## src/rtl/traffic_request_detector.sv

```systemverilog
// Request front end for the 4-way traffic controller.
// Synchronises and debounces raw sensors and latches a request per direction.
// Each request clears when the light bus shows that direction turning green.
// Each direction also reports wait-time starvation while its request is pending.
module traffic_request_detector #(
  parameter int unsigned DEBOUNCE_CYCLES = 1000,
  parameter int unsigned WAIT_W          = 16,
  parameter int unsigned STARVE_LIMIT    = 40000
) (
  input  logic       clk,
  input  logic       rst_n,
  input  logic [3:0] sensor_in,
  input  logic [7:0] lights_in,
  output logic [3:0] req_out,
  output logic [3:0] served_pulse,
  output logic [3:0] starve
);

  localparam int unsigned       DB_W      = $clog2(DEBOUNCE_CYCLES);
  localparam logic [DB_W-1:0]   DB_LAST   = DB_W'(DEBOUNCE_CYCLES - 1);
  localparam logic [WAIT_W-1:0] STARVE_TH = WAIT_W'(STARVE_LIMIT);
  localparam logic [WAIT_W-1:0] WAIT_MAX  = '1;

  logic [3:0]             sync1_q, sync1_d;
  logic [3:0]             sync2_q, sync2_d;
  logic [3:0]             deb_q, deb_d;
  logic [3:0]             deb_dly_q, deb_dly_d;
  logic [3:0][DB_W-1:0]   db_cnt_q, db_cnt_d;
  logic [7:0]             lq_q, lq_d;
  logic [7:0]             lq2_q, lq2_d;
  logic [3:0]             req_q, req_d;
  logic [3:0]             served_pulse_q, served_pulse_d;
  logic [3:0]             starve_q, starve_d;
  logic [3:0][WAIT_W-1:0] wait_cnt_q, wait_cnt_d;

  logic [3:0] press;
  logic [3:0] served;
  logic       lights_unused;

  // Red bits of directions 0..2 and bit 0 carry no service information.
  assign lights_unused = ^{lq_q[5], lq_q[3], lq_q[1:0], lq2_q[5], lq2_q[3], lq2_q[1:0]};

  // Edge detection on debounced sensors and on the registered light bus.
  always_comb begin
    press     = deb_q & ~deb_dly_q;
    served    = '0;
    served[0] = lq_q[2] & ~lq2_q[2];
    served[1] = lq_q[4] & ~lq2_q[4];
    served[2] = lq_q[6] & ~lq2_q[6];
    // Direction 3 has no green bit: its RED->GREEN change shows as R3 falling.
    served[3] = lq2_q[7] & ~lq_q[7];
  end

  // Next-state logic: synchroniser, debouncer, request latch, wait/starve tracking.
  always_comb begin
    sync1_d        = sensor_in;
    sync2_d        = sync1_q;
    deb_d          = deb_q;
    deb_dly_d      = deb_q;
    db_cnt_d       = db_cnt_q;
    lq_d           = lights_in;
    lq2_d          = lq_q;
    req_d          = req_q;
    served_pulse_d = served;
    starve_d       = '0;
    wait_cnt_d     = wait_cnt_q;
    for (int i = 0; i < 4; i++) begin
      // Accept a new level only after it has been seen DEBOUNCE_CYCLES times in a row.
      if (sync2_q[i] == deb_q[i]) begin
        db_cnt_d[i] = '0;
      end else if (db_cnt_q[i] == DB_LAST) begin
        deb_d[i]    = sync2_q[i];
        db_cnt_d[i] = '0;
      end else begin
        db_cnt_d[i] = db_cnt_q[i] + DB_W'(1);
      end

      // Service beats a simultaneous press: a vehicle arriving on green proceeds.
      if (served[i]) begin
        req_d[i] = 1'b0;
      end else if (press[i]) begin
        req_d[i] = 1'b1;
      end

      if (!req_q[i] || served[i]) begin
        wait_cnt_d[i] = '0;
      end else if (wait_cnt_q[i] != WAIT_MAX) begin
        wait_cnt_d[i] = wait_cnt_q[i] + WAIT_W'(1);
      end

      starve_d[i] = req_q[i] & (wait_cnt_q[i] >= STARVE_TH);
    end
  end

  // State registers with synchronous active-low reset.
  always_ff @(posedge clk) begin
    if (!rst_n) begin
      sync1_q        <= '0;
      sync2_q        <= '0;
      deb_q          <= '0;
      deb_dly_q      <= '0;
      db_cnt_q       <= '0;
      lq_q           <= '0;
      lq2_q          <= '0;
      req_q          <= '0;
      served_pulse_q <= '0;
      starve_q       <= '0;
      wait_cnt_q     <= '0;
    end else begin
      sync1_q        <= sync1_d;
      sync2_q        <= sync2_d;
      deb_q          <= deb_d;
      deb_dly_q      <= deb_dly_d;
      db_cnt_q       <= db_cnt_d;
      lq_q           <= lq_d;
      lq2_q          <= lq2_d;
      req_q          <= req_d;
      served_pulse_q <= served_pulse_d;
      starve_q       <= starve_d;
      wait_cnt_q     <= wait_cnt_d;
    end
  end

  assign req_out      = req_q;
  assign served_pulse = served_pulse_q;
  assign starve       = starve_q;

endmodule

```

## config.mk

```make
export PLATFORM = sky130hd
export DESIGN_NAME = traffic_request_detector
export DESIGN_NICKNAME = d
export VERILOG_FILES = /design/src/rtl/traffic_request_detector.sv
export SDC_FILE = /design/constraint.sdc
export NUM_CORES = 1
export LEC_CHECK = 0
export CORE_MARGIN = 2
export CORE_UTILIZATION = 25
export DETAILED_ROUTE_END_ITERATION = 7
export GPL_TIMING_DRIVEN = 0
export SLEW_MARGIN = 20
export SYNTH_ARGS = -nofsm -noshare
export SYNTH_HDL_FRONTEND = slang
export SYNTH_SLANG_ARGS = --single-unit
export TNS_END_PERCENT = 20
```

## constraint.sdc

```tcl
create_clock -name clk -period 2.2 [get_ports clk]
set_input_delay 0.44 -clock clk [delete_from_list [all_inputs] [get_ports clk]]
set_output_delay 0.44 -clock clk [all_outputs]
set_load 0.005 [all_outputs]
```

==> After elaboration in Yosys (flattened, before gate mapping) <==
Index checks and enable logic that the tools add are counted.
{ "word_totals": {"output_inout_bits": 12, "input_bits": 14, "register_bits": 148, "wordCells": 90} }
{ "op_classes": {"n_reduce_logical": 24, "n_bitwise": 19, "n_addsub": 8, "n_eq_ne": 12, "n_lt_le_gt_ge": 4} }
{ "op_table": {"columns": ["op", "n"], "rows": [
  ["$add 16x1->16 const B", 4],
  ["$ge 16x16->1 const B", 4],
  ["$ne 16x16->1 const B", 4],
  ["$add 10x1->10 const B", 4],
  ["$eq 10x10->1 const B", 4],
  ["$reduce_or 2->1", 8],
  ["$reduce_or 3->1", 4],
  ["$not 1->1", 9],
  ["$and 1x1->1", 8],
  ["$reduce_and 2->1", 4],
  ["$and 4x4->4", 1],
  ["$eq 1x1->1", 4],
  ["$logic_not 1->1", 4],
  ["$logic_or 1x1->1", 4],
  ["$not 4->4", 1]
]} }

==> Longest topological paths before layout <==
{ "depth": {"ltp_word": 4, "ltp_mapped": 7, "ltp_nobuf": 5} }

==> Worst setup path before layout <==
No wires, ideal clock.
{ "synth_path": {"path_type": "register -> register", "start": "reg wait_cnt_q[48] in the netlist's numbering", "end": "reg wait_cnt_q[51] in the netlist's numbering", "arrival_time_ps": 1659, "stages_incl_launch_ff": 7, "n_path_buf": 1, "period_less_slack_ps": 1732, "path_slack_ps": 468, "required_ps": 2127, "setup_ps": 73, "path_cell_list": "dfxtp_1 ha_1 nand4_1 or4_1 buf_2 and4_1 nor3_2"} }
{ "synth_between": {"elab_chain_len": 1, "elab_cells_between_ends": 2, "cone_classes": "add/sub (1); eq/ne (1)"} }
{ "synth_rtl": {"columns": ["item", "line_no", "source"], "rows": [
  ["start, declared", "34", "logic [3:0][WAIT_W-1:0] wait_cnt_q, wait_cnt_d;"],
  ["start signal, assigned", "120", "wait_cnt_q <= wait_cnt_d;"],
  ["$add 16x1->16 / $ne 16x16->1 (equally long branches)", "88, 87", null]
]} }
Parallel ways exist; a longest one is shown, timed or not.
A chain may end at the register's enable or synchronous reset.

==> Worst setup path in the final report <==
{ "layout_path": {"start": "reg wait_cnt_q[1] in the netlist's numbering", "end": "reg wait_cnt_q[1] in the netlist's numbering"} }
The elaborated chain is that of the path after synthesis.

==> metrics.csv <==
metric,value,unit
status,completed,
hold_path_class,reg -> reg,
dp_worst_setup_slack,-613.5,ps
die_y,159.6,µm
seqPwrFrac,46.6,%
grt_max_degree,17,
yosys_warnings,0,
end_kind,flip-flop,
cp_slowest_cell,nor4_2,
stdcell_count,1062,
tns,0,ps
synth_top_flop_cell,dfxtp_1,
firstDrtPassIters,4,
synth_area_leaders,"dfxtp_1, nor2_1, xnor2_1, nand3_1, and2_1",
hold_path_startpoint,lq2_q[2],
p_sw_share,21.53,%
drt-vias-per-instance,4.576,
slew-limit-headroom,60.10,%
skew,12.73,ps
synth_async_sr_flop_share,0,%
ys_seq_elements,140,
fin_util,30.78,%
overflow,0,
cp_data_required_time,2490,ps
setup_viol,0,
io_pins,26,
crit_start,wait_cnt_q[1],
h-tree-depth,4,
die_w,159.6,µm
netlist_instances,690,
cts.clk_slew.worst_paths,60,ps
antenna_left,0,
p_per_area,756.6,nW/µm²
hold_viol,0,
worstSetupStartpointType,flip-flop,
dr.first_iter.drc_count,291,
drv_slew,0,
yosysUniqueCellTypes,48,
seq_area_frac_synth,46.31,%
area_growth,20.10,%
numClockSinks,140,
period_share,90.89,%
num_vias,4860,
syn_area,6052,µm²
crit_chain,ha_1 > nand4_1 > nor4_2 > mux2i_1 > nor2_1,
antenna_found_initial,0,
fin_crit,2000,ps
syn-num-nets,716,
path_buf_inv,0,
peakVddDrop,0.0005495,V
p_clk_share,52.2,%
place.port_buffers,21,
start_util,25.63,%
r2r-start,wait_cnt_q[1],
clock_path_buffers,2,
drive_above_1_share,6.999,%
grt_first_pass_wirelength,20570,µm
antennaDiodeCount,0,
path_class,reg -> reg,
max_clock_freq,0.5001,GHz
synth-edff-count,0,
n_fill_cell,2499,
grt_setup_unrepaired,yes,
hpwl,8436,µm
placed_cells,1030,
synth_top_area_share,46.31,%
cp_max_fo,6,
switchingPower,1184,µW
post_cts_buffers,0,
worstMarginPinSlew,596.3,ps
internal_power,4315,µW
total_power,5499,µW
dieArea,25470,µm²
p_comb_share,1.2,%
max_stage_delay,640,ps
clock-root-buffer,clkbuf_16,
finalWorstSetupSlack,200.4,ps
core_area,23610,µm²
maxCapViolCount,0,
drt_wl_total,11970,µm
critPathArrivalTime,2290,ps
nNetsFinal,756,
grt_usage,9.689,%
cts_tree,yes,
avgRoutedWirePerCell,11.27,µm
drc_errors,0,
row_count,56,
cts_made_buffers,17,
grt_pass1_vias,4495,
syn_area_per_cell,8.771,µm²
critical_path.top_delay_family,simple AND/OR/NAND/NOR gates,
synth_area_leader_cell,dfxtp_1,
p_leak,0.002319,µW
clk_latency,420,ps
gp_congestion,0.8004,
## cell families after synthesis
family	count (synthesis)	synth area share, %
buffers and inverters	42	2.646
multiplexers	8	1.323
XOR/XNOR	45	6.512
adder cells (fa/ha/maj)	12	2.481
flip-flops	140	46.31
AO/OA/AOI/OAI	98	10.34
AND/OR/NAND/NOR	345	30.39
## flip-flops by register name (all words and copies together) (netlist names)
register      cells
wait_cnt_q       64
db_cnt_q         40
deb_dly_d         4
deb_dly_q         4
lq2_d             4
lq2_q             4
req_out           4
served_pulse      4
starve            4
sync1_q           4
sync2_q           4
## synth_stat cells (13+ instances only)
cell type	number
dfxtp_1	140
nor2_1	77
nand2_1	50
nand3_1	39
and2_1	30
nor3_1	30
a21oi_1	27
inv_1	25
nand4_1	24
xnor2_1	24
xor2_1	21
o21ai_0	18
a31oi_1	15
clkbuf_1	15
or3_1	15
or4_1	15
and3_1	13
## per-stage QoR
stage	hold slack, ps	instance area (µm²)
2_1_floorplan	392.4	6052
3_3_place_gp	402.7	6661
3_5_place_dp	408.4	6661
4_1_cts	421.0	7261
5_1_grt	438.9	7268
6_report	416.1	7268
## area by class of cell
| cell class | instances | area [µm²] | area share (%) |
|---|---|---|---|
| timing repair buffer | 21 | 210.2 | 2.892 |
| clock inverter | 13 | 155.1 | 2.135 |
| clock buffer | 19 | 442.9 | 6.094 |
| buffer | 17 | 68.82 | 0.9468 |
| multi-input combinational | 508 | 3095 | 42.59 |
| inverter | 25 | 93.84 | 1.291 |
| sequential | 140 | 2803 | 38.56 |
| tap | 319 | 399.1 | 5.491 |
## cell usage in the layout (no fill, tap or decap), types with 12 or more instances in the layout
master and n:
a21oi_1 27, a31oi_1 15, and2_1 30, and3_1 13
clkbuf_1 14, clkbuf_16 17, clkdlybuf4s50_1 21, dfxtp_1 140
ha_1 12, inv_1 25, nand2_1 50, nand3_1 39
nand4_1 24, nor2_1 77, nor2b_1 12, nor3_1 30
o21ai_0 18, or3_1 15, or4_1 15, xnor2_1 24
xor2_1 21
## routing by layer
metal  wire length [µm]  track usage (%)  up-vias
li1                   -                -     2553
met1               6274            12.96     2233
met2               5188            14.62       58
met3                319            2.292       16
met4                190            4.711        0
met5                  0                0        -
## path summary, 6_finish.rpt
| path | slack, ps | end | depth (start not counted) |
|---|---|---|---|
| setup reg to reg | 200 | wait_cnt_q[1] | 5 |
| hold / removal | 420 | served_pulse[0] | 1 |
| hold reg to reg | 420 | served_pulse[0] | 1 |
| setup / recovery | 200 | wait_cnt_q[1] | 5 |
## power groups by stage
| stage | Clock, µW | Sequential, µW | Combinational, µW |
|---|---|---|---|
| 2_1_floorplan | 0 | 2620 | 31.1 |
| 3_3_place_gp | 0 | 2620 | 66.9 |
| 3_5_place_dp | 0 | 2620 | 67.0 |
| 4_1_cts | 2940 | 2560 | 67.4 |
| 5_1_grt | 3060 | 2560 | 73.8 |
| 6_report | 2870 | 2560 | 65.6 |
## repair_timing
action	CTS	global route
resized for setup	1	3
gates cloned	0	0
setup endpoints to repair	10	17
hold buffers	0	0
## worst reg2reg max path, cell delays in order, from the launching register on
cell	delay, ps
dfxtp_1	390
ha_1	270
nand4_1	270
nor4_2	640
mux2i_1	260
nor2_1	50
Note: power is estimated with default switching activity, not from simulation.
